## config.mk

```make
export PLATFORM = sky130hd
export DESIGN_NAME = uart_receiver
export DESIGN_NICKNAME = d
export VERILOG_FILES = /design/src/rtl/uart_pkg.sv /design/src/rtl/uart_rx_sync.sv /design/src/rtl/uart_receiver.sv
export SDC_FILE = /design/constraint.sdc
export NUM_CORES = 1
export LEC_CHECK = 0
export ABC_AREA = 1
export CAP_MARGIN = 0
export CELL_PAD_IN_SITES_DETAIL_PLACEMENT = 0
export CELL_PAD_IN_SITES_GLOBAL_PLACEMENT = 1
export CORE_MARGIN = 5
export CORE_UTILIZATION = 43
export DETAILED_ROUTE_END_ITERATION = 8
export GPL_TIMING_DRIVEN = 0
export PLACE_DENSITY = 0.81
export SKIP_LAST_GASP = 1
export SLEW_MARGIN = 20
export SYNTH_ARGS = -nofsm -noshare
export SYNTH_HDL_FRONTEND = slang
export SYNTH_HIERARCHICAL = 1
export SYNTH_SLANG_ARGS = --single-unit
```

## constraint.sdc

```tcl
create_clock -name clk -period 2.76 [get_ports clk]
set_input_delay 0.828 -clock clk [delete_from_list [all_inputs] [get_ports clk]]
set_output_delay 0.828 -clock clk [all_outputs]
set_load 0.05 [all_outputs]
```

## src/rtl/uart_pkg.sv

```systemverilog
// rtl/uart_pkg.sv - shared UART state encodings and tick constants
package uart_pkg;

    typedef enum logic [2:0] {
        IDLE   = 3'd0,
        START  = 3'd1,
        DATA   = 3'd2,
        PARITY = 3'd3,
        STOP   = 3'd4
    } uart_state_t;

    localparam int DEFAULT_OVERSAMPLE = 16;

    // Tick index of the mid start-bit sample and of the last tick in a bit
    function automatic int mid_tick(input int oversample);
        return oversample / 2 - 1;
    endfunction

    function automatic int last_tick(input int oversample);
        return oversample - 1;
    endfunction

endpackage

```

## src/rtl/uart_rx_sync.sv

```systemverilog
// rtl/uart_rx_sync.sv - 2-FF synchronizer for the idle-high serial line
module uart_rx_sync (
    input  logic clk,
    input  logic rst,
    input  logic d,
    output logic q
);

    logic meta;

    // Both stages reset to the line's idle level so reset never looks like a start bit
    always_ff @(posedge clk) begin
        if (rst) begin
            meta <= 1'b1;
            q    <= 1'b1;
        end else begin
            meta <= d;
            q    <= meta;
        end
    end

endmodule

```

## src/rtl/uart_receiver.sv

```systemverilog
// rtl/uart_receiver.sv - oversampling UART receiver with parity and framing checks
module uart_receiver
    import uart_pkg::*;
#(
    parameter int DATA_BITS  = 8,
    parameter int OVERSAMPLE = DEFAULT_OVERSAMPLE,
    parameter int PARITY_EN  = 1,
    parameter int PARITY_ODD = 0
) (
    input  logic                 clk,
    input  logic                 rst,
    input  logic                 sample_enable,
    input  logic                 rx_en,
    input  logic                 rx_d,
    output logic [DATA_BITS-1:0] rx_data,
    output logic                 rx_valid,
    output logic                 rx_perror,
    output logic                 rx_ferror,
    output logic                 rx_busy
);

    localparam int TW = $clog2(OVERSAMPLE);
    localparam int BW = $clog2(DATA_BITS);
    localparam logic [TW-1:0] MID      = TW'(mid_tick(OVERSAMPLE));
    localparam logic [TW-1:0] LAST     = TW'(last_tick(OVERSAMPLE));
    localparam logic [BW-1:0] LAST_BIT = BW'(DATA_BITS - 1);

    logic                 rx_s;
    uart_state_t          state, state_nx;
    logic [TW-1:0]        tick, tick_nx;
    logic [BW-1:0]        bit_cnt, bit_nx;
    logic [DATA_BITS-1:0] shreg, shreg_nx;
    logic                 armed, armed_nx;
    logic                 perr, perr_nx;
    logic                 done;

    uart_rx_sync u_sync (
        .clk (clk),
        .rst (rst),
        .d   (rx_d),
        .q   (rx_s)
    );

    always_ff @(posedge clk) begin
        if (rst) begin
            state     <= IDLE;
            tick      <= '0;
            bit_cnt   <= '0;
            shreg     <= '0;
            armed     <= 1'b0;
            perr      <= 1'b0;
            rx_data   <= '0;
            rx_valid  <= 1'b0;
            rx_perror <= 1'b0;
            rx_ferror <= 1'b0;
        end else begin
            state    <= state_nx;
            tick     <= tick_nx;
            bit_cnt  <= bit_nx;
            shreg    <= shreg_nx;
            armed    <= armed_nx;
            perr     <= perr_nx;
            rx_valid <= done;
            if (done) begin
                rx_data   <= shreg;
                rx_ferror <= ~rx_s;
                rx_perror <= perr;
            end
        end
    end

    always_comb begin
        state_nx = state;
        tick_nx  = tick;
        bit_nx   = bit_cnt;
        shreg_nx = shreg;
        armed_nx = armed;
        perr_nx  = perr;
        done     = 1'b0;

        // Re-arm only from an idle-high line, so a held break cannot retrigger
        if (sample_enable && state == IDLE && rx_s) begin
            armed_nx = 1'b1;
        end

        if (!rx_en) begin
            state_nx = IDLE;
            tick_nx  = '0;
        end else if (sample_enable) begin
            case (state)
                IDLE: begin
                    if (armed && !rx_s) begin
                        armed_nx = 1'b0;
                        state_nx = START;
                        tick_nx  = '0;
                    end
                end
                START: begin
                    if (tick == MID) begin
                        tick_nx  = '0;
                        bit_nx   = '0;
                        perr_nx  = 1'b0;
                        state_nx = rx_s ? IDLE : DATA;
                    end else begin
                        tick_nx = tick + 1'b1;
                    end
                end
                DATA: begin
                    if (tick == LAST) begin
                        shreg_nx = {rx_s, shreg[DATA_BITS-1:1]};
                        tick_nx  = '0;
                        bit_nx   = bit_cnt + 1'b1;
                        if (bit_cnt == LAST_BIT) begin
                            state_nx = (PARITY_EN != 0) ? PARITY : STOP;
                        end
                    end else begin
                        tick_nx = tick + 1'b1;
                    end
                end
                PARITY: begin
                    if (tick == LAST) begin
                        perr_nx  = (^shreg) ^ rx_s ^ (PARITY_ODD != 0);
                        tick_nx  = '0;
                        state_nx = STOP;
                    end else begin
                        tick_nx = tick + 1'b1;
                    end
                end
                STOP: begin
                    if (tick == LAST) begin
                        done     = 1'b1;
                        tick_nx  = '0;
                        state_nx = IDLE;
                    end else begin
                        tick_nx = tick + 1'b1;
                    end
                end
                default: begin
                    state_nx = IDLE;
                    tick_nx  = '0;
                end
            endcase
        end
    end

    assign rx_busy = (state != IDLE);

endmodule

```

# Word-level counts from Yosys, hierarchy flattened
# Index checks and enable logic that the tools add are counted.
# op_classes
bitwise_logic,3
muxes,27
reduce_logical,16
addsub,2
n_eq_ne,13
# ops
op,n
3-bit two-way mux,8
3-bit case mux with 5 select lines,1
4-bit two-way mux,3
4-bit case mux with 3 select lines,1
1-bit two-way mux,11
"2-bit != test, second input constant",5
5-bit AND reduction,2
8-bit parity,1
7-bit AND reduction,1
"3-bit by 2-bit == test with 1-bit output, second input constant",2
"3-bit == test, second input constant",2
3-bit case mux with 2 select lines,1
"4-bit by 1-bit adder with 4-bit output, second input constant",1
"4-bit by 3-bit == test with 1-bit output, second input constant",1
"4-bit == test, second input constant",1
4-bit AND reduction,1
2-bit nonzero test,2
"3-bit by 1-bit adder with 3-bit output, second input constant",1
"3-bit by 1-bit == test with 1-bit output, second input constant",1
1-bit logical AND,3
3-bit zero test,1
3-bit nonzero test,1
3-bit OR reduction,1
2-bit two-way mux,1
other kinds (7),8
# word_totals
output_inout_bits,12
ff_bits,33
in_bits,5
elab_cells,73

# Depth between registers and ports, before layout
# depth
word_depth,8
depth_mapped,10
ltp_nobuf,10

# Modules after synthesis
# Netlist, hierarchy kept.
# by_module_without_submodules
mod,seq_area_each_um2,area_per_inst_um2,instances,cells_per_inst
uart_receiver,620.6,1490.2,1,210
uart_rx_sync,40.0,58.8,1,7

# Least setup slack after synthesis
# Ideal clock, no wire load.
# synth_path
path_kind,reg-to-output
startpoint,register state[2]
endpoint,output rx_busy
arrival_ns,0.893
required_ns,1.932
path_buffers,0
setup_slack_ns,1.039
stages_incl_launch_ff,5
path_cell_list,dfxtp_1 > inv_2 > nand2_1 > nor2_1 > inv_1
# synth_via
elab_chain_len,1
# synth_rtl
element,line,text
"start, declared",uart_receiver.sv:29,"uart_state_t state, state_nx;"
"start signal, assigned",uart_receiver.sv:57,state <= state_nx;
3-bit nonzero test,uart_receiver.sv:146,assign rx_busy = (state != IDLE);
"end, declared",uart_receiver.sv:19,output logic rx_busy
# No other way between the ends.

# Final worst setup path
# Ends and elaborated chain as after synthesis.

==> reports/results.ini <==
[timing]
period_share_pct = 84.42
setup_violations = 0
finalClockSkew_ns = 0.007357
slew_violations = 0
slew-limit-headroom_pct = 65.63
rsz0062_at_grt = no
fmax_mhz = 429.2
timing.setup.tns_ns = 0
min_period_ns = 2.330
worstMarginPinSlew_ns = 0.5139
finalHoldViolations = 0

[worst_setup_path]
slowest_delay_ns = 0.45
crit_type = reg -> out
cpLargestDelayFamily = buffers and inverters
crit_required_ns = 1.93
critPathLaunchType = register
cpMaxStageDelayCell = dfxtp_1
path_cells = inv_2 -> nand2_1 -> nor2_1 -> inv_1 -> dlymetal6s2s_1
cp_max_fo = 4
worstPathArrival_ns = 1.50
crit_buf_inv = 3
cp-end-kind = output port

[finish]
area_growth_pct = 19.71
drive_gt1_share_pct = 13.28
design_area_um2 = 1854
seq_area_um2 = 660.6
n_antenna_cell = 0
multiInputGateArea_um2 = 719.4
nets = 248
fillers = 340

[route]
drc = 0
via_per_inst = 4.951
drt_pass1_iterations = 4
dr_wl_met2_um = 1463
drtIter0Drc = 65
wl_um = 3285
vias = 1421
wl_met3_um = 142
drt-met1-wl_um = 1621
ant_nets = 0
top_layer = met4
wl_per_cell_um = 11.45

[die]
die_h_um = 70.02
dieArea_um2 = 4903
core_um2 = 3416
initial_core_util_pct = 45.35
die_w_um = 70.02
placementRows = 21
io_pins = 17

[clock_network]
cts-buffers-inserted = 5
cts.sinks = 33
cts_tree = yes
clockBufferDepth = 2
hold_buffers = 0
h-tree-depth = 2
clk_latency_ns = 0.33
cts_setup_buffers = 0
clkTransAtPathRegs_ns = 0.10
cts_resized = 0
clock-root-buffer = clkbuf_4

[power]
power_density_nw_per_um2 = 487.6
cellLeakagePower_nw = 0.8615
vdd_ir_drop_max_uv = 302.9

[min_path]
hold_class = reg -> reg

[global_routing]
grt_usage_pct = 14.66
antenna_found_initial = 0
grt-ovfl-total = 0
grt_pass1_vias = 1319
grt_max_degree = 11
grt_first_pass_wirelength_um = 5761

[logic_synthesis]
synth_warnings = 6
syn_inst = 217
synth-seq-cells = 33
syn_nets = 225
ys_seq_area_share_pct = 42.65
ys_types = 21
postSynthAreaPerCell_um2 = 7.138
syn_area_um2 = 1549

[flow_run]
maxCapViolations = 0

[placement]
io_buffers = 16
place.gp.congestion = 0.8435
post-dp-hpwl_um = 2472
placed_cell_area_um2 = 1767

[status]
status = completed

logic make-up after synthesis:
kind of cell,synth area share (%)
xor+xnor,1.131
compound gates,18.98
fa+ha+maj,2.424
flops,42.65
simple gates,23.91
buf+inv,10.90
synth_stat cells:
library cell,instances,area (µm²)
inv_1,29,108.9
nand2_2,7,43.79
nand4_1,1,6.260
o211ai_1,1,7.510
inv_2,9,33.78
a21oi_1,27,135.1
dfxtp_1,33,660.6
clkbuf_1,1,3.750
o21ai_0,24,120.1
xor2_1,2,17.52
ha_1,3,37.54
nand3_1,11,55.05
buf_6,2,22.52
nor2_1,20,75.07
nor2_2,2,12.51
nand2_1,36,135.1
nor2_4,2,22.52
o31ai_1,1,7.510
o21ai_1,3,15.01
nand3_2,2,20.02
o21ai_2,1,8.760
power by group:
group | switching (mW) | internal (mW)
clock | 0.162 | 0.216
sequential | 0.00296 | 0.479
combinational | 0.0278 | 0.0156
cells in the final DEF (no fill, tap or decap), drive strengths merged, types with 2 or more instances in the layout:
| master | netlist | final |
|---|---|---|
| nand2 | 43 | 43 |
| xor2 | 2 | 2 |
| ha | 3 | 3 |
| inv | 38 | 38 |
| o21ai | 28 | 28 |
| clkdlybuf4s50 | 0 | 15 |
| dfxtp | 33 | 33 |
| a21oi | 27 | 27 |
| clkbuf | 1 | 8 |
| buf | 2 | 2 |
| nand3 | 13 | 13 |
| nor2 | 24 | 24 |
layer usage:
metal | GRT usage [%] | vias to the layer above
met1 | 18.60 | 638
met2 | 22.35 | 35
met4 | 6.383 | 0
met3 | 5.165 | 9
met5 | 0 | -
li1 | - | 739
through the flow:
step / total power, mW / hold slack [ns] / util [%] / worst slack [ns] / std cells
after floorplan: 0.5204 / 0.3795 / - / 1.039 / 217
after global placement: 0.5360 / 0.3887 / 51.72 / 0.3829 / 279
after detailed placement: 0.5364 / 0.3976 / 51.72 / 0.3823 / 279
after CTS: 0.9175 / 0.4220 / 54.21 / 0.04029 / 287
after global routing: 0.9482 / 0.4740 / 54.29 / 0.3464 / 287
final: 0.9041 / 0.4134 / 54.29 / 0.4299 / 287
sequential cells by signal, indices dropped and copies added, names as in the netlist:
name / cells
armed: 1
bit_cnt: 3
perr: 1
rx_data: 8
rx_ferror: 1
rx_perror: 1
rx_valid: 1
shreg: 8
state: 3
tick: 4
u_sync/meta: 1
u_sync/q: 1
worst register-to-register path, cell delays in order (launching register included):
cell	delay [ns]
dfxtp_1	0.40
ha_1	0.21
nand2_2	0.09
nor2_4	0.19
nand3_2	0.13
inv_2	0.18
buf_6	0.17
a21oi_1	0.08
layout make-up:
cell class,instances,area share [%]
multi-input cells,143,38.80
clock buffers,7,2.969
inverters,38,7.692
clock inverters,1,1.619
plain buffers,3,1.417
repair buffers,16,8.772
well taps,46,3.104
flip-flops and latches,33,35.63
final timing paths:
check                   start   endpoint  slack, ns  cells after the start
setup / recovery     state[2]    rx_busy       0.43                      5
hold / removal    u_sync/meta   u_sync/q       0.41                      2
setup reg to reg      tick[0]  rx_ferror       1.18                      7
hold reg to reg   u_sync/meta   u_sync/q       0.41                      2
No activity file was read; power rests on OpenSTA's default activity.
